==> config.mk <==
export PLATFORM = sky130hd
export DESIGN_NAME = ysyx_22050019_mem_arbiter
export DESIGN_NICKNAME = d
export VERILOG_FILES = /design/src/rtl/ysyx_22050019_mem_arbiter.sv
export SDC_FILE = /design/constraint.sdc
export NUM_CORES = 1
export LEC_CHECK = 0
export CAP_MARGIN = 20
export CORE_AREA = 5 5 173 175
export CTS_CLUSTER_SIZE = 24
export DETAILED_ROUTE_END_ITERATION = 7
export DIE_AREA = 0 0 178 180
export PLACE_DENSITY = 0.5
export REMOVE_ABC_BUFFERS = 1
export SLEW_MARGIN = 20
export SYNTH_ARGS = -nofsm -noshare
export SYNTH_HDL_FRONTEND = slang
export SYNTH_SLANG_ARGS = --single-unit
==> constraint.sdc <==
create_clock -name clk -period 2.1 [get_ports clk]
set_input_delay 0.21 -clock clk [delete_from_list [all_inputs] [get_ports clk]]
set_output_delay 0.21 -clock clk [all_outputs]
set_load 0.1 [all_outputs]
==> src/rtl/ysyx_22050019_mem_arbiter.sv <==
// Two-master (IFU read-only, LSU read/write) to one-slave memory arbiter.
// LSU has priority, and a streak counter keeps a waiting IFU from starving.
module ysyx_22050019_mem_arbiter #(
  parameter int ADDR_W         = 32,
  parameter int DATA_W         = 64,
  parameter int MAX_LSU_STREAK = 4
) (
  input  logic                clk,
  input  logic                rst,
  input  logic                ifu_req_valid,
  output logic                ifu_req_ready,
  input  logic [ADDR_W-1:0]   ifu_req_addr,
  output logic                ifu_resp_valid,
  input  logic                ifu_resp_ready,
  output logic [DATA_W-1:0]   ifu_resp_rdata,
  input  logic                lsu_req_valid,
  output logic                lsu_req_ready,
  input  logic [ADDR_W-1:0]   lsu_req_addr,
  input  logic                lsu_req_wen,
  input  logic [DATA_W-1:0]   lsu_req_wdata,
  input  logic [DATA_W/8-1:0] lsu_req_wstrb,
  output logic                lsu_resp_valid,
  input  logic                lsu_resp_ready,
  output logic [DATA_W-1:0]   lsu_resp_rdata,
  output logic                s_req_valid,
  input  logic                s_req_ready,
  output logic [ADDR_W-1:0]   s_req_addr,
  output logic                s_req_wen,
  output logic [DATA_W-1:0]   s_req_wdata,
  output logic [DATA_W/8-1:0] s_req_wstrb,
  input  logic                s_resp_valid,
  output logic                s_resp_ready,
  input  logic [DATA_W-1:0]   s_resp_rdata,
  output logic [1:0]          owner_o
);

  localparam int STREAK_W = $clog2(MAX_LSU_STREAK + 1);
  localparam logic [STREAK_W-1:0] STREAK_MAX = STREAK_W'(MAX_LSU_STREAK);
  localparam logic [1:0] OWN_NONE = 2'b00;
  localparam logic [1:0] OWN_IFU  = 2'b01;
  localparam logic [1:0] OWN_LSU  = 2'b10;

  typedef enum logic [1:0] {IDLE, REQ, RESP} state_t;

  state_t              state, state_next;
  logic [1:0]          owner, owner_next;
  logic [STREAK_W-1:0] streak, streak_next;

  always_ff @(posedge clk or posedge rst) begin
    if (rst) begin
      state  <= IDLE;
      owner  <= OWN_NONE;
      streak <= '0;
    end else begin
      state  <= state_next;
      owner  <= owner_next;
      streak <= streak_next;
    end
  end

  always_comb begin
    state_next     = state;
    owner_next     = owner;
    streak_next    = streak;
    ifu_req_ready  = 1'b0;
    ifu_resp_valid = 1'b0;
    ifu_resp_rdata = '0;
    lsu_req_ready  = 1'b0;
    lsu_resp_valid = 1'b0;
    lsu_resp_rdata = '0;
    s_req_valid    = 1'b0;
    s_req_addr     = '0;
    s_req_wen      = 1'b0;
    s_req_wdata    = '0;
    s_req_wstrb    = '0;
    s_resp_ready   = 1'b0;

    case (state)
      IDLE: begin
        // Streak counts LSU wins only while the IFU is actually waiting.
        if (lsu_req_valid && !(ifu_req_valid && streak == STREAK_MAX)) begin
          owner_next  = OWN_LSU;
          state_next  = REQ;
          if (ifu_req_valid)
            streak_next = (streak == STREAK_MAX) ? streak : streak + 1'b1;
          else
            streak_next = '0;
        end else if (ifu_req_valid) begin
          owner_next  = OWN_IFU;
          state_next  = REQ;
          streak_next = '0;
        end
      end
      REQ: begin
        if (owner == OWN_IFU) begin
          s_req_valid   = ifu_req_valid;
          s_req_addr    = ifu_req_addr;
          ifu_req_ready = s_req_ready;
        end else if (owner == OWN_LSU) begin
          s_req_valid   = lsu_req_valid;
          s_req_addr    = lsu_req_addr;
          s_req_wen     = lsu_req_wen;
          s_req_wdata   = lsu_req_wdata;
          s_req_wstrb   = lsu_req_wstrb;
          lsu_req_ready = s_req_ready;
        end
        if (s_req_valid && s_req_ready)
          state_next = RESP;
      end
      RESP: begin
        if (owner == OWN_IFU) begin
          ifu_resp_valid = s_resp_valid;
          ifu_resp_rdata = s_resp_rdata;
          s_resp_ready   = ifu_resp_ready;
        end else if (owner == OWN_LSU) begin
          lsu_resp_valid = s_resp_valid;
          lsu_resp_rdata = s_resp_rdata;
          s_resp_ready   = lsu_resp_ready;
        end
        if (s_resp_valid && s_resp_ready) begin
          owner_next = OWN_NONE;
          state_next = IDLE;
        end
      end
      default: begin
        state_next = IDLE;
        owner_next = OWN_NONE;
      end
    endcase
  end

  assign owner_o = owner;

endmodule
# Yosys cells after proc, flatten, opt, wreduce, memory -nomap -nowiden
# Index checks and enable logic that the tools add are counted.
# word_totals
output_inout_bits	241
wordCells	70
register_bits	7
input_bits	209
# classes
reduce_logical	10
add_sub_neg	1
mux	46
n_eq_ne	9
bitwise	1
# ops
operator	count
$mux W64	8
$mux W32	3
$mux W8	3
$mux W1	21
$mux W3	4
$pmux W2 S3	2
$mux W2	5
$reduce_and A3 Y1	3
$ne A3 B3 Y1 const B	2
$eq A2 B1 Y1 const B	2
$eq A2 B2 Y1 const B	2
$logic_and A1 B1 Y1	4
$ne A2 B2 Y1 const B	2
$add A3 B1 Y3 const B	1
$eq A3 B3 Y1 const B	1
$logic_not A2 Y1	1
$reduce_bool A2 Y1	1
$logic_not A1 Y1	1
$not A1 Y1	1

# Logic depth before layout (Yosys ltp)
# logic_depth
ltp_word	7
mapped_depth	6
ltp_nobuf	5

# Worst setup path after synthesis
# Ideal clock, no wire load.
# synth_path
path_kind	register to output
start	register owner[1] (netlist: owner_o[1])
end	output s_req_addr[15]
path_stages_with_launch	7
t_required_ns	1.890
t_arrival_ns	2.966
path_buffers	3
path_slack_ns	-1.076
path_cell_list	dfrtp_1 > nor2b_2 > buf_6 > buf_12 > buf_6 > a22oi_1 > nor2_1
# synth_via
elab_chain_len	4
word_cells_on_any_way	5
cone_classes	eq/ne: 2; mux: 3
# synth_lines
element	line	rtl
from (decl)	46	logic [1:0] owner, owner_next;
from (signal assigned)	56	owner <= owner_next;
$eq A2 B2 Y1	99	end else if (owner == OWN_LSU) begin
$mux W32	99	
$mux W32 *	95	if (owner == OWN_IFU) begin
$mux W32 *	78	case (state)
to (decl)	27	output logic [ADDR_W-1:0] s_req_addr,
# Mark *: on every way between the ends. The rest lies on a longest branch, timed or not.

# Final worst setup path
# layout_path
start	register owner[1] (netlist: owner_o[1])
end	output ifu_resp_rdata[1]
# layout_via
elab_chain_len	3
# layout_lines
element	line	rtl
$eq A2 B1 Y1	111	if (owner == OWN_IFU) begin
$mux W64	111	
$mux W64	78	
to (decl)	15	output logic [DATA_W-1:0] ifu_resp_rdata,
# No other way between the ends.

==> flow_summary.json <==
{
  "status": "finished clean",
  "nNetsFinal": 995,
  "drive_gt1_share_pct": 33.1,
  "synth_edf_count": 0,
  "crit_fanout": 65,
  "dp_slack_ns": 0.352,
  "cts_buffers": 3,
  "end_kind": "output pin",
  "seq_area_um2": 175,
  "via_count": 4171,
  "synthTopCellsByArea": "and2_1 33%, and3_1 19%, a22oi_1 10%, dfrtp_1 7.1%, buf_6 6.9%",
  "p_per_area_nw_per_um2": 1180,
  "synth_top_area_cell": "and2_1",
  "htree_num_levels": 1,
  "fmax_mhz": 506,
  "cts_tree": "built",
  "multi_input_area_um2": 1970,
  "drcViolationCount": 0,
  "start_util_pct": 8.70,
  "holdBufCountCts": 0,
  "synth_top_family_by_area": "simple AND/OR/NAND/NOR gates",
  "rsz0062_at_grt": "no",
  "tightest_slew_ns": 0.362,
  "dieArea_um2": 32000,
  "clock-sinks": 7,
  "power.total_mw": 11.5,
  "grt_pass1_wl_um": 30000,
  "fill_cells": 2844,
  "yosysWarnings": 0,
  "setup_viol": 0,
  "gp_congestion": 0.848,
  "grt_overflow": 0,
  "clockRootBuffer": "clkbuf_16",
  "post_cts_buffers": 0,
  "report.final.slew_viol_count": 0,
  "cellLeakagePower_nw": 4.09,
  "syn_avg_cell_area_um2": 6.75,
  "die_w_um": 178,
  "synthAdderAreaFrac_pct": 1.02,
  "clkTransAtPathRegs_ns": 0.04,
  "drt-initial-drc-count": 196,
  "synth.area.mux_share_pct": 0.457,
  "clock_path_buffers": 2,
  "rows": 62,
  "track_usage_pct": 12.2,
  "fin_hold_ws_ns": 0.220,
  "clk-insertion-delay-late_ns": 0.23,
  "hp-class": "input port to asynchronous set/reset pin",
  "synth_cells": 365,
  "layout_common_cells": "245 x buf_12, 208 x clkdlybuf4s50_1, 130 x and2_1",
  "timing.final.ws_setup_ns": 0.123,
  "antenna_found_initial": 6,
  "fin_worst_skew_ns": 0.00119,
  "synthFlopType": "dfrtp_1",
  "finalHoldViolCount": 0,
  "slew_headroom_pct": 75.9,
  "setup.worst_path.class": "register to output pin",
  "yosysSeqAreaShare_pct": 7.11,
  "grt_pass1_vias": 4245,
  "synth-simple-area-share_pct": 63.6,
  "grt_max_degree": 76,
  "wl_per_cell_um": 18.4,
  "first_pass_iters": 4,
  "synth_area_um2": 2460,
  "core_um2": 28300,
  "cp-start-kind": "register",
  "fin_crit_sh_pct": 94.1,
  "ir_drop_mv": 0.778,
  "layout_commonest_cell": "buf_12",
  "port_buffers": 449,
  "cp.required_ns": 1.89,
  "die_y_um": 180,
  "synthArstFlopShare_pct": 100,
  "cp.arrival_ns": 1.77,
  "drt-vias-per-instance": 3.56,
  "synth.ff_latch_count": 7,
  "synth-xor-area-share_pct": 0,
  "maxCapViolCount": 0,
  "finalCriticalPeriod_ns": 1.98,
  "synth_compound_area_share_pct": 14.6,
  "finalWirelength_um": 21600,
  "synth.distinct_cells": 33,
  "io_pins": 450,
  "cts_resized": 0,
  "syn2layout_area_growth_pct": 296,
  "yosysTopAreaCellShare_pct": 33.0,
  "dp_hpwl_um": 18900,
  "antenna_left": 0
}
==> report_power, final <==
part           internal, mW  switching (mW)  leakage [nW]
sequential            0.187          0.0790        0.0898
clock                 0.253          0.0792        0.0382
combinational          3.65            7.20          3.96
==> logic make-up after synthesis <==
logic type      count (synthesis)
mux                             1
flops                           7
simple gates                  263
compound gates                 46
buf+inv                        46
fa+ha+maj                       2
==> synth_stat cells (2+ instances only) <==
cell,instances
nand2_1,7
nor2_4,2
inv_1,4
buf_6,15
nand2b_1,3
a32o_1,2
clkbuf_1,11
buf_2,8
a22oi_1,33
clkbuf_2,5
and2_1,130
ha_1,2
buf_4,2
and3_1,74
nor2b_2,2
and3b_1,3
o22ai_1,4
dfrtp_1,7
nor2_1,37
==> through the flow <==
| stage | TNS, ns | instance area (µm²) | utilization, % | instances |
|---|---|---|---|---|
| after floorplan | -316.13 | 2150 | - | 323 |
| after global placement | 0 | 9650 | 34.1 | 1163 |
| after detailed placement | 0 | 9650 | 34.1 | 1163 |
| after CTS | 0 | 9730 | 34.4 | 1167 |
| after global routing | 0 | 9740 | 34.4 | 1171 |
| final | 0 | 9740 | 34.4 | 1171 |
==> sequential cells by signal (all words and copies together), names as in the netlist <==
signal   flops
streak       3
owner_o      2
state        2
==> path summary, 6_finish.rpt <==
check	from	to	slack [ns]	depth (start not counted)
worst max-delay path	owner_o[1]$_DFFE_PP0P_	ifu_resp_rdata[1]	0.12	5
worst min-delay path	rst	streak[2]$_DFFE_PP0P_	0.22	2
worst max register to register	state[1]$_DFFE_PP0P_	streak[0]$_DFFE_PP0P_	0.68	3
worst min register to register	streak[1]$_DFFE_PP0P_	streak[1]$_DFFE_PP0P_	0.54	1
max in group asynchronous	rst	owner_o[0]$_DFFE_PP0P_	1.65	2
min in group clk	streak[1]$_DFFE_PP0P_	streak[1]$_DFFE_PP0P_	0.54	1
==> routing by layer <==
metal	wire, µm	track usage [%]
met1	8340	14.5
met3	2330	4.79
met4	5	0.712
met2	10900	21.7
met5	27	0
==> critical path, cell delays in order (launching register included) <==
cell and delay [ns]:
dfrtp_1 0.44, nand2b_1 0.25, nor2_4 0.16, buf_12 0.23
and2_1 0.24, buf_12 0.19
==> layout make-up <==
class	instances	area share, %
repair buffers	456	72.0
well taps	384	4.93
multi-input cells	312	20.2
flip-flops and latches	7	1.80
inverters	4	0.154
clock buffers	4	0.809
diodes	4	0.103
Note: power is estimated with default switching activity, not from simulation.
